### config.mk
export PLATFORM = sky130hd
export DESIGN_NAME = balance_display_driver_flat
export DESIGN_NICKNAME = d
export VERILOG_FILES = /design/src/rtl/balance_display_driver_if.sv /design/src/rtl/balance_display_driver.sv /design/src/flat_wrapper.sv
export SDC_FILE = /design/constraint.sdc
export NUM_CORES = 1
export LEC_CHECK = 0
export CAP_MARGIN = 20
export CORE_ASPECT_RATIO = 1.5
export CORE_MARGIN = 2
export CORE_UTILIZATION = 41
export CTS_CLUSTER_DIAMETER = 80
export DETAILED_ROUTE_END_ITERATION = 8
export SYNTH_ARGS = -nofsm -noshare
export SYNTH_HDL_FRONTEND = slang
export SYNTH_SLANG_ARGS = --single-unit
### constraint.sdc
create_clock -name clk -period 3.6 [get_ports clk]
set_input_delay 0.72 -clock clk [delete_from_list [all_inputs] [get_ports clk]]
set_output_delay 0.72 -clock clk [all_outputs]
set_load 0.005 [all_outputs]
### src/rtl/balance_display_driver_if.sv
// Handshake bundle between the balance register owner and the display driver.
interface balance_display_driver_if #(
    parameter int unsigned WIDTH = 32
) ();
    logic [WIDTH-1:0] balance;
    logic             start;
    logic             busy;
    logic             done;
    logic             overflow;

    modport master (output balance, output start, input busy, input done, input overflow);
    modport slave  (input balance, input start, output busy, output done, output overflow);
endinterface

### src/rtl/balance_display_driver.sv
// Converts a binary balance to BCD by double-dabble and loads each digit into
// its decade-counter chip with a programmable-width pulse train.
module balance_display_driver #(
    parameter int unsigned WIDTH     = 32,
    parameter int unsigned DIGITS    = 10,
    parameter int unsigned PULSE_CYC = 4
) (
    input  logic                 clk,
    input  logic                 rst_neg,
    balance_display_driver_if.slave bus,
    output logic                 cclr_neg,
    output logic                 clk_out,
    output logic [DIGITS-1:0]    digit_sel,
    output logic [3:0]           num
);
    localparam int unsigned BCD_W = DIGITS * 4;
    localparam int unsigned IT_W  = $clog2(WIDTH + 1);
    localparam int unsigned PH_W  = $clog2(2 * PULSE_CYC + 1);
    localparam int unsigned DG_W  = (DIGITS > 1) ? $clog2(DIGITS) : 1;

    typedef enum logic [2:0] {
        S_IDLE, S_CONV, S_CLEAR, S_LOAD, S_SEND, S_FIN
    } state_t;

    state_t            state_q, state_d;
    logic [WIDTH-1:0]  bin_q, bin_d;
    logic [BCD_W-1:0]  bcd_q, bcd_d;
    logic              ovf_q, ovf_d;
    logic [IT_W-1:0]   iter_q, iter_d;
    logic [PH_W-1:0]   ph_q, ph_d;
    logic [DG_W-1:0]   dig_q, dig_d;
    logic [3:0]        cnt_q, cnt_d;
    logic              rdy_q;

    logic              busy_q, busy_d;
    logic              done_q, done_d;
    logic              cclr_q, cclr_d;
    logic              clk_q, clk_d;
    logic [DIGITS-1:0] sel_q, sel_d;
    logic [3:0]        num_q, num_d;

    logic [BCD_W-1:0]  adj;
    logic              carry;
    logic [3:0]        nib_cur;

    // Blocks a start that arrives on the first edge after reset release.
    always_ff @(posedge clk or negedge rst_neg) begin
        if (!rst_neg) rdy_q <= 1'b0;
        else          rdy_q <= 1'b1;
    end

    always_ff @(posedge clk or negedge rst_neg) begin
        if (!rst_neg) begin
            state_q <= S_IDLE;
            bin_q   <= '0;
            bcd_q   <= '0;
            ovf_q   <= 1'b0;
            iter_q  <= '0;
            ph_q    <= '0;
            dig_q   <= '0;
            cnt_q   <= '0;
            busy_q  <= 1'b0;
            done_q  <= 1'b0;
            cclr_q  <= 1'b1;
            clk_q   <= 1'b0;
            sel_q   <= '0;
            num_q   <= '0;
        end else begin
            state_q <= state_d;
            bin_q   <= bin_d;
            bcd_q   <= bcd_d;
            ovf_q   <= ovf_d;
            iter_q  <= iter_d;
            ph_q    <= ph_d;
            dig_q   <= dig_d;
            cnt_q   <= cnt_d;
            busy_q  <= busy_d;
            done_q  <= done_d;
            cclr_q  <= cclr_d;
            clk_q   <= clk_d;
            sel_q   <= sel_d;
            num_q   <= num_d;
        end
    end

    always_comb begin
        state_d = state_q;
        bin_d   = bin_q;
        bcd_d   = bcd_q;
        ovf_d   = ovf_q;
        iter_d  = iter_q;
        ph_d    = ph_q;
        dig_d   = dig_q;
        cnt_d   = cnt_q;
        carry   = 1'b0;
        adj     = '0;
        nib_cur = 4'd0;

        // Add-3 correction for every nibble, and the nibble of the current digit.
        for (int i = 0; i < DIGITS; i++) begin
            adj[i*4 +: 4] = (bcd_q[i*4 +: 4] >= 4'd5) ? bcd_q[i*4 +: 4] + 4'd3
                                                       : bcd_q[i*4 +: 4];
            if (DG_W'(i) == dig_q) nib_cur = bcd_q[i*4 +: 4];
        end

        case (state_q)
            S_IDLE: begin
                if (bus.start && rdy_q) begin
                    state_d = S_CONV;
                    bin_d   = bus.balance;
                    bcd_d   = '0;
                    ovf_d   = 1'b0;
                    iter_d  = '0;
                end
            end
            S_CONV: begin
                carry  = adj[BCD_W-1];
                bcd_d  = {adj[BCD_W-2:0], bin_q[WIDTH-1]};
                bin_d  = {bin_q[WIDTH-2:0], 1'b0};
                ovf_d  = ovf_q | carry;
                iter_d = iter_q + IT_W'(1);
                if (iter_q == IT_W'(WIDTH - 1)) begin
                    state_d = S_CLEAR;
                    ph_d    = '0;
                    // Saturate the display at all nines when the value did not fit.
                    if (ovf_q || carry) bcd_d = {DIGITS{4'd9}};
                end
            end
            S_CLEAR: begin
                ph_d = ph_q + PH_W'(1);
                if (ph_q == PH_W'(2 * PULSE_CYC - 1)) begin
                    state_d = S_LOAD;
                    ph_d    = '0;
                    dig_d   = '0;
                end
            end
            S_LOAD: begin
                cnt_d = nib_cur;
                if (nib_cur == 4'd0) begin
                    if (dig_q == DG_W'(DIGITS - 1)) state_d = S_FIN;
                    else                            dig_d   = dig_q + DG_W'(1);
                end else begin
                    state_d = S_SEND;
                    ph_d    = '0;
                end
            end
            S_SEND: begin
                ph_d = ph_q + PH_W'(1);
                if (ph_q == PH_W'(2 * PULSE_CYC - 1)) begin
                    ph_d  = '0;
                    cnt_d = cnt_q - 4'd1;
                    if (cnt_q == 4'd1) begin
                        if (dig_q == DG_W'(DIGITS - 1)) begin
                            state_d = S_FIN;
                        end else begin
                            state_d = S_LOAD;
                            dig_d   = dig_q + DG_W'(1);
                        end
                    end
                end
            end
            S_FIN:   state_d = S_IDLE;
            default: state_d = S_IDLE;
        endcase

        // Outputs are decoded from the next state so they land in flops.
        busy_d = (state_d != S_IDLE);
        done_d = (state_d == S_FIN);
        cclr_d = !((state_d == S_CLEAR) && (ph_d < PH_W'(PULSE_CYC)));
        clk_d  = (state_d == S_SEND) && (ph_d < PH_W'(PULSE_CYC));
        sel_d  = '0;
        num_d  = 4'd0;
        if (state_d == S_SEND) begin
            sel_d = DIGITS'(1) << dig_d;
            num_d = nib_cur;
        end
    end

    assign bus.busy     = busy_q;
    assign bus.done     = done_q;
    assign bus.overflow = ovf_q;
    assign cclr_neg     = cclr_q;
    assign clk_out      = clk_q;
    assign digit_sel    = sel_q;
    assign num          = num_q;

endmodule

### src/flat_wrapper.sv
// flat-port wrapper written by rule: the top's interface ports become plain ports
module balance_display_driver_flat 
#(
    parameter int unsigned WIDTH     = 32,
    parameter int unsigned DIGITS    = 10,
    parameter int unsigned PULSE_CYC = 4
)
  (clk, rst_neg, cclr_neg, clk_out, digit_sel, num, bus_balance, bus_start, bus_busy, bus_done, bus_overflow);
  balance_display_driver_if #(.WIDTH(WIDTH)) bus_i ();
  input  logic clk;
  input  logic rst_neg;
  output logic cclr_neg;
  output logic clk_out;
  output logic [DIGITS-1:0] digit_sel;
  output logic [3:0] num;
  input wire logic [$bits(bus_i.balance)-1:0] bus_balance;
  input wire logic [$bits(bus_i.start)-1:0] bus_start;
  output wire logic [$bits(bus_i.busy)-1:0] bus_busy;
  output wire logic [$bits(bus_i.done)-1:0] bus_done;
  output wire logic [$bits(bus_i.overflow)-1:0] bus_overflow;
  assign bus_i.balance = bus_balance;
  assign bus_i.start = bus_start;
  assign bus_busy = bus_i.busy;
  assign bus_done = bus_i.done;
  assign bus_overflow = bus_i.overflow;
  balance_display_driver #(.WIDTH(WIDTH), .DIGITS(DIGITS), .PULSE_CYC(PULSE_CYC)) u_core (.clk(clk), .rst_neg(rst_neg), .bus(bus_i), .cclr_neg(cclr_neg), .clk_out(clk_out), .digit_sel(digit_sel), .num(num));
endmodule
==> run_results.csv <==
group,metric,value,unit
synth,ys.flop_type,"sky130_fd_sc_hd__dfrtp_1",
routing,via_per_inst,5.66,
synth,synth.yosys.seq_area_share,0.428,
setup_path,cp_max_fo,13,
setup_path,cp_required,3.92,ns
cts,tritoncts,"yes",
placement,place.detailed.hpwl,11.5,mm
timing,timing.max_slew.rel_slack,0.457,
synth,synth_largest_type_area_fraction,0.424,
grt,grt_overflow_total,0,
setup_path,critPathKind,"flip-flop to flip-flop",
floorplanning,core.rowCount,56,
setup_path,timing.critical_path.cells,"inv_1, ha_1, buf_4, a2111o_1, a22oi_2, o221a_2, nor2_2, nor4_4, nor3_1, or3_4, nor4_1",
run_status,status,"finished, final reports clean",
routing,route.antenna.remaining_nets,0,
final_layout,layout-area-overhead-vs-synth,20.2,%
final_layout,finish.instance_area,7940,um2
grt,grt_start_max_net_pins,62,
setup_path,crit_path_start,"u_core.dig_q[0]",
synth,synth_area_leaders,"sky130_fd_sc_hd__dfrtp_1, sky130_fd_sc_hd__nand2_1, sky130_fd_sc_hd__o21ai_0",
routing,drcViolationCount,0,
synth,ys_ff_latch,113,
synth,syn-mean-instance-area,8.77,um2
pwr,cellPowerDensity,385,nW/um2
placement,placement.cell_area,7330,um2
timing,slew_worst_pin,0.815,ns
synth,synthesis.instances,753,
timing,finalMaxSlewViolations,0,
cts,max-clock-path-buffers,2,
final_layout,drive_gt1_frac,0.0978,
cts,clk_pin_slew_worst_paths,0.06,ns
cts,cts.root.buffer_cell,"sky130_fd_sc_hd__clkbuf_16",
floorplanning,fp.dieH,159,um
synth,synth_area,6600,um2
routing,post_drt_wl_per_cell,16.5,um
grt,grt_pass1_wl,27.5,mm
timing,rsz0062_at_grt,"no",
floorplanning,floorplan.die_area,17200,um2
synth,post-synth-top-area-cell,"sky130_fd_sc_hd__dfrtp_1",
synth,ys_warn_count,0,
synth,postSynth.asyncResetShare,1.00,
setup_path,timing.critical_path.slowest_stage_cell,"sky130_fd_sc_hd__nor4_4",
routing,drt-pass1-iter-count,5,
cts,worstSkewPairLatency,0.42,ns
floorplanning,initial_core_util,0.421,
setup_path,worstPathArrival,3.77,ns
timing,hold_viol_final,0,
routing,wl_met2,8.90,mm
timing,timing.fmax,0.290,GHz
placement,io_buffers,53,
timing,finalSetupViolations,0,
pwr,irDropWorstVdd,0.201,mV
floorplanning,num_io_pins,54,
routing,met3RoutedLength,484,um
grt,grt_antenna_before_repair,0,
setup_path,crit-reg2reg-launch,"u_core.dig_q[0]",
synth,synth_nets,816,
floorplanning,core_ar,15700,um2
grt,via_count_of_the_first_global_routing_pass,5722,
setup_path,reg2regPathDepth,11,
flow_run,cap_viol_max_count,0,
final_layout,layout.cells.most_common,"sky130_fd_sc_hd__nand2_1",
synth,count_of_flip_flops_with_a_built_in_enable_after_synthesis,0,
grt,grt.total_usage,0.199,
setup_path,timing.critical_path.from_type,"flip-flop",
synth,yosys.cell_types.count,77,
hold_path,hold_path_class,"input port to asynchronous set/reset pin",
cts,htree_levels,4,
pwr,post-layout-total-power,3.06,mW
setup_path,reg2reg_to,"u_core.digit_sel[8]",
timing,final_period_minus_worst_setup_slack,3.45,ns
routing,top_signal_layer_used,"met4",
routing,met1_routed_length,6.84,mm
timing,layout_worst_path_cycle_share,0.959,
routing,detailroute.via_count,5724,
timing,timing.setup.tns,0,ns
floorplanning,die_w,108,um
final_layout,mostFrequentLayoutCells,"sky130_fd_sc_hd__nand2_1, sky130_fd_sc_hd__dfrtp_1, sky130_fd_sc_hd__o21ai_0",
routing,drt_wl_total,16.6,mm
routing,first_iter_violations,333,
pwr,static-leakage-power,3.50,nW
cts,clock_sink_count,113,
placement,routabilityCongestion,0.904,
setup_path,r2r_slack,0.15,ns
setup_path,critical_path.max_stage_delay,0.49,ns
timing,finClkSkew,0.0190,ns
final_layout,nNetsFinal,858,
setup_path,critical_path.endpoint_type,"flip-flop",
cts,cts_buffers,17,
final_layout,num_antenna_cells,0,
## how the worst max path moves through the flow
stage / endpoint / slack (ns) / cells past startpoint
6_report: u_core.digit_sel[8] / 0.15 / 11
5_1_grt: u_core.digit_sel[7] / 0.03 / 12
4_1_cts: u_core.digit_sel[7] / 0.15 / 11
3_5_place_dp: u_core.digit_sel[7] / 0.22 / 11
3_3_place_gp: u_core.digit_sel[7] / 0.32 / 11
2_1_floorplan: u_core.digit_sel[4] / 0.72 / 12
## power breakdown
group / internal, mW / total (mW) / switching (mW)
clock network: 1.10 / 1.72 / 0.617
registers: 1.27 / 1.27 / 0.000298
logic: 0.0344 / 0.0649 / 0.0305
## routing by layer
layer,GRT usage,vias up
met3,0.0360,32
li1,-,2752
met4,0.0909,0
met2,0.357,133
met1,0.226,2807
met5,0,-
## cells by family (layout without fill, tap and decap cells)
family	Yosys count	after routing	synth area share
flip-flops	113	113	0.428
AO/OA/AOI/OAI	228	228	0.223
AND/OR/NAND/NOR	295	295	0.226
other	1	1	0.000568
adder cells (fa/ha/maj)	28	28	0.0531
multiplexers	1	1	0.00171
XOR/XNOR	13	13	0.0172
buffers and inverters	74	129	0.0502
## flip-flops by register name (all words and copies together) (netlist names)
signal and count:
u_core.iter_q 6, u_core.clk_out 1, u_core.cnt_q 4, u_core.ph_q 4
u_core.bus.done 1, u_core.digit_sel 10, u_core.rdy_q 1, u_core.num 4
u_core.state_q 3, u_core.cclr_neg 1, u_core.bus.busy 1, u_core.bin_q 32
u_core.dig_q 4, u_core.bcd_q 40, u_core.bus.overflow 1
## metrics by stage
step                hold slack (ns)  utilization  instances  worst slack [ns]
finish                        0.334        0.506       1011             0.147
global route                  0.384        0.506       1011            0.0333
CTS                           0.364        0.505       1011             0.149
detailed placement            0.463        0.467        979             0.220
global placement              0.459        0.465        978             0.315
floorplan                     0.424            -        753             0.724
## timing repair
| action | 4_1_cts | 5_1_grt |
|---|---|---|
| resized for setup | 0 | 2 |
| hold endpoints to repair | 0 | 0 |
| hold buffers | 0 | 0 |
| setup buffers | 0 | 0 |
| setup endpoints to repair | 0 | 10 |
## Yosys cell counts, types with 8 or more instances
master                     count
sky130_fd_sc_hd__o21ai_0      85
sky130_fd_sc_hd__a22oi_1      32
sky130_fd_sc_hd__dfrtp_1     112
sky130_fd_sc_hd__ha_1         28
sky130_fd_sc_hd__nor3_1       28
sky130_fd_sc_hd__inv_1        30
sky130_fd_sc_hd__a211oi_1     15
sky130_fd_sc_hd__nand2_1     127
sky130_fd_sc_hd__xnor2_1      12
sky130_fd_sc_hd__clkbuf_1     27
sky130_fd_sc_hd__o22ai_1       9
sky130_fd_sc_hd__nand3_1      13
sky130_fd_sc_hd__a21oi_1      43
sky130_fd_sc_hd__nor2_1       43
sky130_fd_sc_hd__nor2b_1      24
sky130_fd_sc_hd__nand2b_1      8
## worst max-delay path, delay by kind of cell (launching register included)
| kind | cells | cell delay [ns] |
|---|---|---|
| adder cells (fa/ha/maj) | 1 | 0.39 |
| flip-flops | 1 | 0.45 |
| AND/OR/NAND/NOR | 5 | 1.46 |
| AO/OA/AOI/OAI | 3 | 0.66 |
| buffers and inverters | 2 | 0.38 |
## area by class of cell
type                    instances  area (um2)
clock buffers                  19         443
clock inverters                13         163
fillers                      1449        7760
inverters                      31         116
multi-input cells             566        3460
flip-flops and latches        113        2830
well taps                     203         254
repair buffers                 66         671
Power figures use the tool's default switching activity.
==> RTL edit 1: new RTL, config.mk and constraints unchanged <==
`WIDTH` is set to 32 in 3 places; all go to 128.
--- a/src/rtl/balance_display_driver_if.sv
+++ b/src/rtl/balance_display_driver_if.sv
@@ -1,6 +1,6 @@
 // Handshake bundle between the balance register owner and the display driver.
 interface balance_display_driver_if #(
-    parameter int unsigned WIDTH = 32
+    parameter int unsigned WIDTH = 128
 ) ();
     logic [WIDTH-1:0] balance;
     logic             start;
--- a/src/rtl/balance_display_driver.sv
+++ b/src/rtl/balance_display_driver.sv
@@ -1,7 +1,7 @@
 // Converts a binary balance to BCD by double-dabble and loads each digit into
 // its decade-counter chip with a programmable-width pulse train.
 module balance_display_driver #(
-    parameter int unsigned WIDTH     = 32,
+    parameter int unsigned WIDTH     = 128,
     parameter int unsigned DIGITS    = 10,
     parameter int unsigned PULSE_CYC = 4
 ) (
--- a/src/flat_wrapper.sv
+++ b/src/flat_wrapper.sv
@@ -1,7 +1,7 @@
 // flat-port wrapper written by rule: the top's interface ports become plain ports
 module balance_display_driver_flat 
 #(
-    parameter int unsigned WIDTH     = 32,
+    parameter int unsigned WIDTH     = 128,
     parameter int unsigned DIGITS    = 10,
     parameter int unsigned PULSE_CYC = 4
 )
Interface: changed (resized bus_balance); port bits go from 54 to 150. No check against the original RTL was run, so the function may have changed too.
==> RTL edit 1 against the original RTL <==
- sequential share of layout area increased by 5.1 points
- power rose to 3.0 times the old value
- sequential cell count is 98 higher
- cell count is 60% higher
- sequential power rose to 3.1 times the old value
- hold slack got worse by 0.14 ns
- cell area up 63%
- worst setup slack gained 0.15 ns
- clock skew is 0.0062 ns lower
- wire length rose by 59%
- area after synthesis rose by 57%
- via count grew 53%
- largest power group is now registers
==> RTL edit 1: results <==
{
  "skew_ns": 0.0128,
  "vias_per_cell": 5.38,
  "worst-path-max-fanout": 14,
  "tightest_slew_ns": 0.848,
  "synth-seq-cells": 211,
  "clock_latency_ns": 0.50,
  "hpwlAfterDp_um": 18000,
  "synth.area.top_cells": "dfrtp_1, nor2_1, o22ai_1, nand2_1, a22oi_1",
  "synth_nets": 1314,
  "grt_max_degree": 88,
  "fillers": 2382,
  "multi_input_area_share": 0.363,
  "endpoint": "u_core.digit_sel[6]$_DFF_PN0_",
  "signal_buffers": 167,
  "yosysSeqAreaShare": 0.509,
  "clk_share": 0.0595,
  "leakage_nw": 5.50,
  "nets": 1437,
  "regMostFlops": "u_core.bin_q",
  "drt_iter0_drc": 437,
  "grt_pass1_vias": 8929,
  "rrSetupSlack_ns": 0.30,
  "drive_gt1_frac": 0.0688,
  "numCtsBuffers": 23,
  "nMultiInputCombCells": 839,
  "cts.reportedPaths.clkPinSlew_ns": 0.06,
  "ys_types": 72,
  "largest_register_ffs": 128,
  "path_delay_family": "compound AO/OA/AOI/OAI gates",
  "run_status": "complete, no violations",
  "inverters": 36,
  "grt_use_total": 0.200,
  "seq-cell-share": 0.408,
  "gp_congestion": 0.851,
  "r2r_cells": 12,
  "drt-total-wl_um": 26400,
  "peakVddDrop_v": 0.000402,
  "slowest_stage": "ha_1",
  "instances_no_fill": 1622,
  "nClkBuffers": 32,
  "crit_arrival_ns": 3.71,
  "grt_pass1_wl_um": 44000,
  "portBuffers": 149,
  "dr.pass1.iters": 4,
  "slowest_delay_ns": 0.47,
  "async_reset_ff_frac": 1.00,
  "buf_share": 0.128,
  "clock_path_buffers": 3,
  "yosys-top-cells-count": "dfrtp_1, nor2_1, nand2_1",
  "post_dp_cell_area_um2": 12200,
  "synth_cells": 1155,
  "htreeDepth": 1
}
==> RTL edit 1: cell types whose count changed after synthesis, sizes merged, moves of 6 or more <==
cell	change
o22ai	+89
nor3	+6
nand2	+31
clkbuf	+18
buf	+8
dfrtp	+98
o21ai	-15
a22oi	+20
nor2	+156
==> RTL edit 1: worst reg2reg max path, stage by stage (launching register included) <==
cell and delay (ns):
dfrtp_1 0.45, inv_1 0.15, ha_1 0.47, and2b_1 0.28, a311oi_1 0.29, a21oi_1 0.11, o221ai_2 0.34, nor4_2 0.09
buf_4 0.17, o211a_1 0.23, o22ai_2 0.30, inv_2 0.12, nor3_1 0.21
==> RTL edit 1: worst min path at each step <==
| stage | from | endpoint | slack, ns | cells past startpoint |
|---|---|---|---|---|
| after global placement | u_core.bin_q[42]$_DFFE_PN0P_ | u_core.bin_q[42]$_DFFE_PN0P_ | 0.46 | 2 |
| after detailed placement | u_core.bin_q[46]$_DFFE_PN0P_ | u_core.bin_q[46]$_DFFE_PN0P_ | 0.46 | 2 |
| after global routing | rst_neg | u_core.bin_q[103]$_DFFE_PN0P_ | 0.26 | 1 |
| after CTS | rst_neg | u_core.bin_q[103]$_DFFE_PN0P_ | 0.24 | 1 |
| final | rst_neg | u_core.bin_q[103]$_DFFE_PN0P_ | 0.19 | 1 |
| after floorplan | rst_neg | u_core.bcd_q[0]$_DFFE_PN0P_ | 0.42 | 0 |
==> RTL edit 1: logic make-up after synthesis <==
| family | Yosys count | share of synthesized area |
|---|---|---|
| AND/OR/NAND/NOR | 475 | 0.202 |
| AO/OA/AOI/OAI | 320 | 0.200 |
| flip-flops | 211 | 0.509 |
| buffers and inverters | 105 | 0.0421 |
| adder cells (fa/ha/maj) | 28 | 0.0337 |
| XOR/XNOR | 11 | 0.00928 |
| multiplexers | 4 | 0.00386 |
| other | 1 | 0.000361 |
==> RTL edit 1: metal layers <==
metal,track usage,part of all wire
met3,0.0382,0.051
met2,0.359,0.52
met4,0.0591,0.025
met5,0,0
met1,0.243,0.41
==> RTL edit 1: timing repair <==
action	CTS	global route
setup endpoints to repair	0	8
buffers inserted	0	0
gates resized for setup	0	1
hold buffers	0	0
==> RTL edit 1: report_power, final <==
group,switching (mW),internal (mW)
Combinational,1.58,1.34
Clock,0.953,1.44
Sequential,0.673,3.28
Total,3.21,6.07
==> RTL edit 1: stage by stage <==
| step | hold slack [ns] | worst slack [ns] | utilization |
|---|---|---|---|
| finish | 0.195 | 0.298 | 0.519 |
| global route | 0.264 | 0.0474 | 0.519 |
| CTS | 0.235 | 0.255 | 0.519 |
| detailed placement | 0.463 | 0.281 | 0.488 |
| global placement | 0.458 | 0.404 | 0.488 |
| floorplan | 0.424 | 0.991 | - |
==> RTL edit 2: new RTL, same flow settings <==
Without the edit above. Put one more register stage on the output `digit_sel`. The value now appears one clock later. The other outputs are not delayed to match.
--- a/src/rtl/balance_display_driver.sv
+++ b/src/rtl/balance_display_driver.sv
@@ -181,7 +181,9 @@
     assign bus.overflow = ovf_q;
     assign cclr_neg     = cclr_q;
     assign clk_out      = clk_q;
-    assign digit_sel    = sel_q;
+    always_ff @(posedge clk) begin
+        digit_sel <= sel_q;
+    end
     assign num          = num_q;
 
 endmodule
Function: same outputs for any inputs over 10 cycles, from zero or initial values and one cycle with rst_neg low; that may be too few to reach the edited logic, so the function may still have changed.
==> RTL edit 2 against the original RTL <==
- utilization up 0.89 points
- area after synthesis shrank 0.27%
- fmax is 0.70% lower
- die area fell by 0.26%
- wire length is 2.8% lower
- sequential cell count rose by 10
- cell area increased by 1.8%
- worst setup slack worse by 0.024 ns
Power is not compared: it rests on default switching activity, and its combinational part moved more than twofold at a synthesized area within 25%.
==> RTL edit 2: results <==
{
  "grt_max_degree": 67,
  "use_met2": 0.342,
  "routedWlPerCell_um": 16.0,
  "slowest_delay_ns": 0.47,
  "drt_iter0_drc": 295,
  "instances_no_fill": 1010,
  "dr.pass1.iters": 8,
  "wl_met3_um": 547,
  "hpwlAfterDp_um": 11100,
  "wl_met2_um": 8730,
  "use_met3": 0.0372,
  "hold_slack_ns": 0.337,
  "synthMuxAreaShare": 0.00608,
  "r2r_cells": 12,
  "nets": 857,
  "post_dp_cell_area_um2": 7380,
  "drive_gt1_frac": 0.0954,
  "synth_cells": 739,
  "synth_fa_ha_area_frac": 0.0532,
  "synth_compound_area_frac": 0.212,
  "rrSetupSlack_ns": 0.12,
  "run_status": "complete, no violations",
  "ys_types": 65,
  "r2r_end": "u_core.sel_q[4]$_DFF_PN0_",
  "yosys-top-cells-count": "nand2_1, dfrtp_1, o21ai_0",
  "pre_cts_ws_ns": -0.00450,
  "post-place-cells": 976,
  "fillers": 1482,
  "synth.area.top_cells": "dfrtp_1, nand2_1, o21ai_0, ha_1, a21oi_1",
  "yosysSeqAreaShare": 0.460,
  "grt_pass1_vias": 5652,
  "slowest_stage": "dfrtp_1"
}
## RTL edit 2: cell count changes in the layout (fill, tap and decap cells not counted), sizes merged, moves of 4 or more
cell,unedited run,this run
nor3,28,24
nor4,7,12
and4,4,0
dfxtp,0,10
inv,31,36
and3,0,6
nand2,127,123
o21ai,87,81
buf,14,20
## RTL edit 2: area by class of cell
type / count / area, um^2 / share of cell area
clock buffer: 19 / 433 / 0.0536
clock inverter: 13 / 193 / 0.0239
inverter: 35 / 131 / 0.0163
multi-input combinational: 545 / 3320 / 0.411
sequential: 123 / 3030 / 0.375
tap: 203 / 254 / 0.0314
timing repair buffer: 72 / 716 / 0.0886
## RTL edit 2: where the power goes
group,total [mW],switching [mW],internal (mW),leakage [nW]
Sequential,2.34,0.507,1.83,1.55
Clock,1.81,0.646,1.16,0.298
Combinational,3.09,1.80,1.29,1.65
## RTL edit 2: timing repair
item,4_1_cts,5_1_grt
buffers inserted,0,2
setup endpoints to repair,1,18
pin swaps,0,1
hold endpoints to repair,0,0
resized for setup,1,9
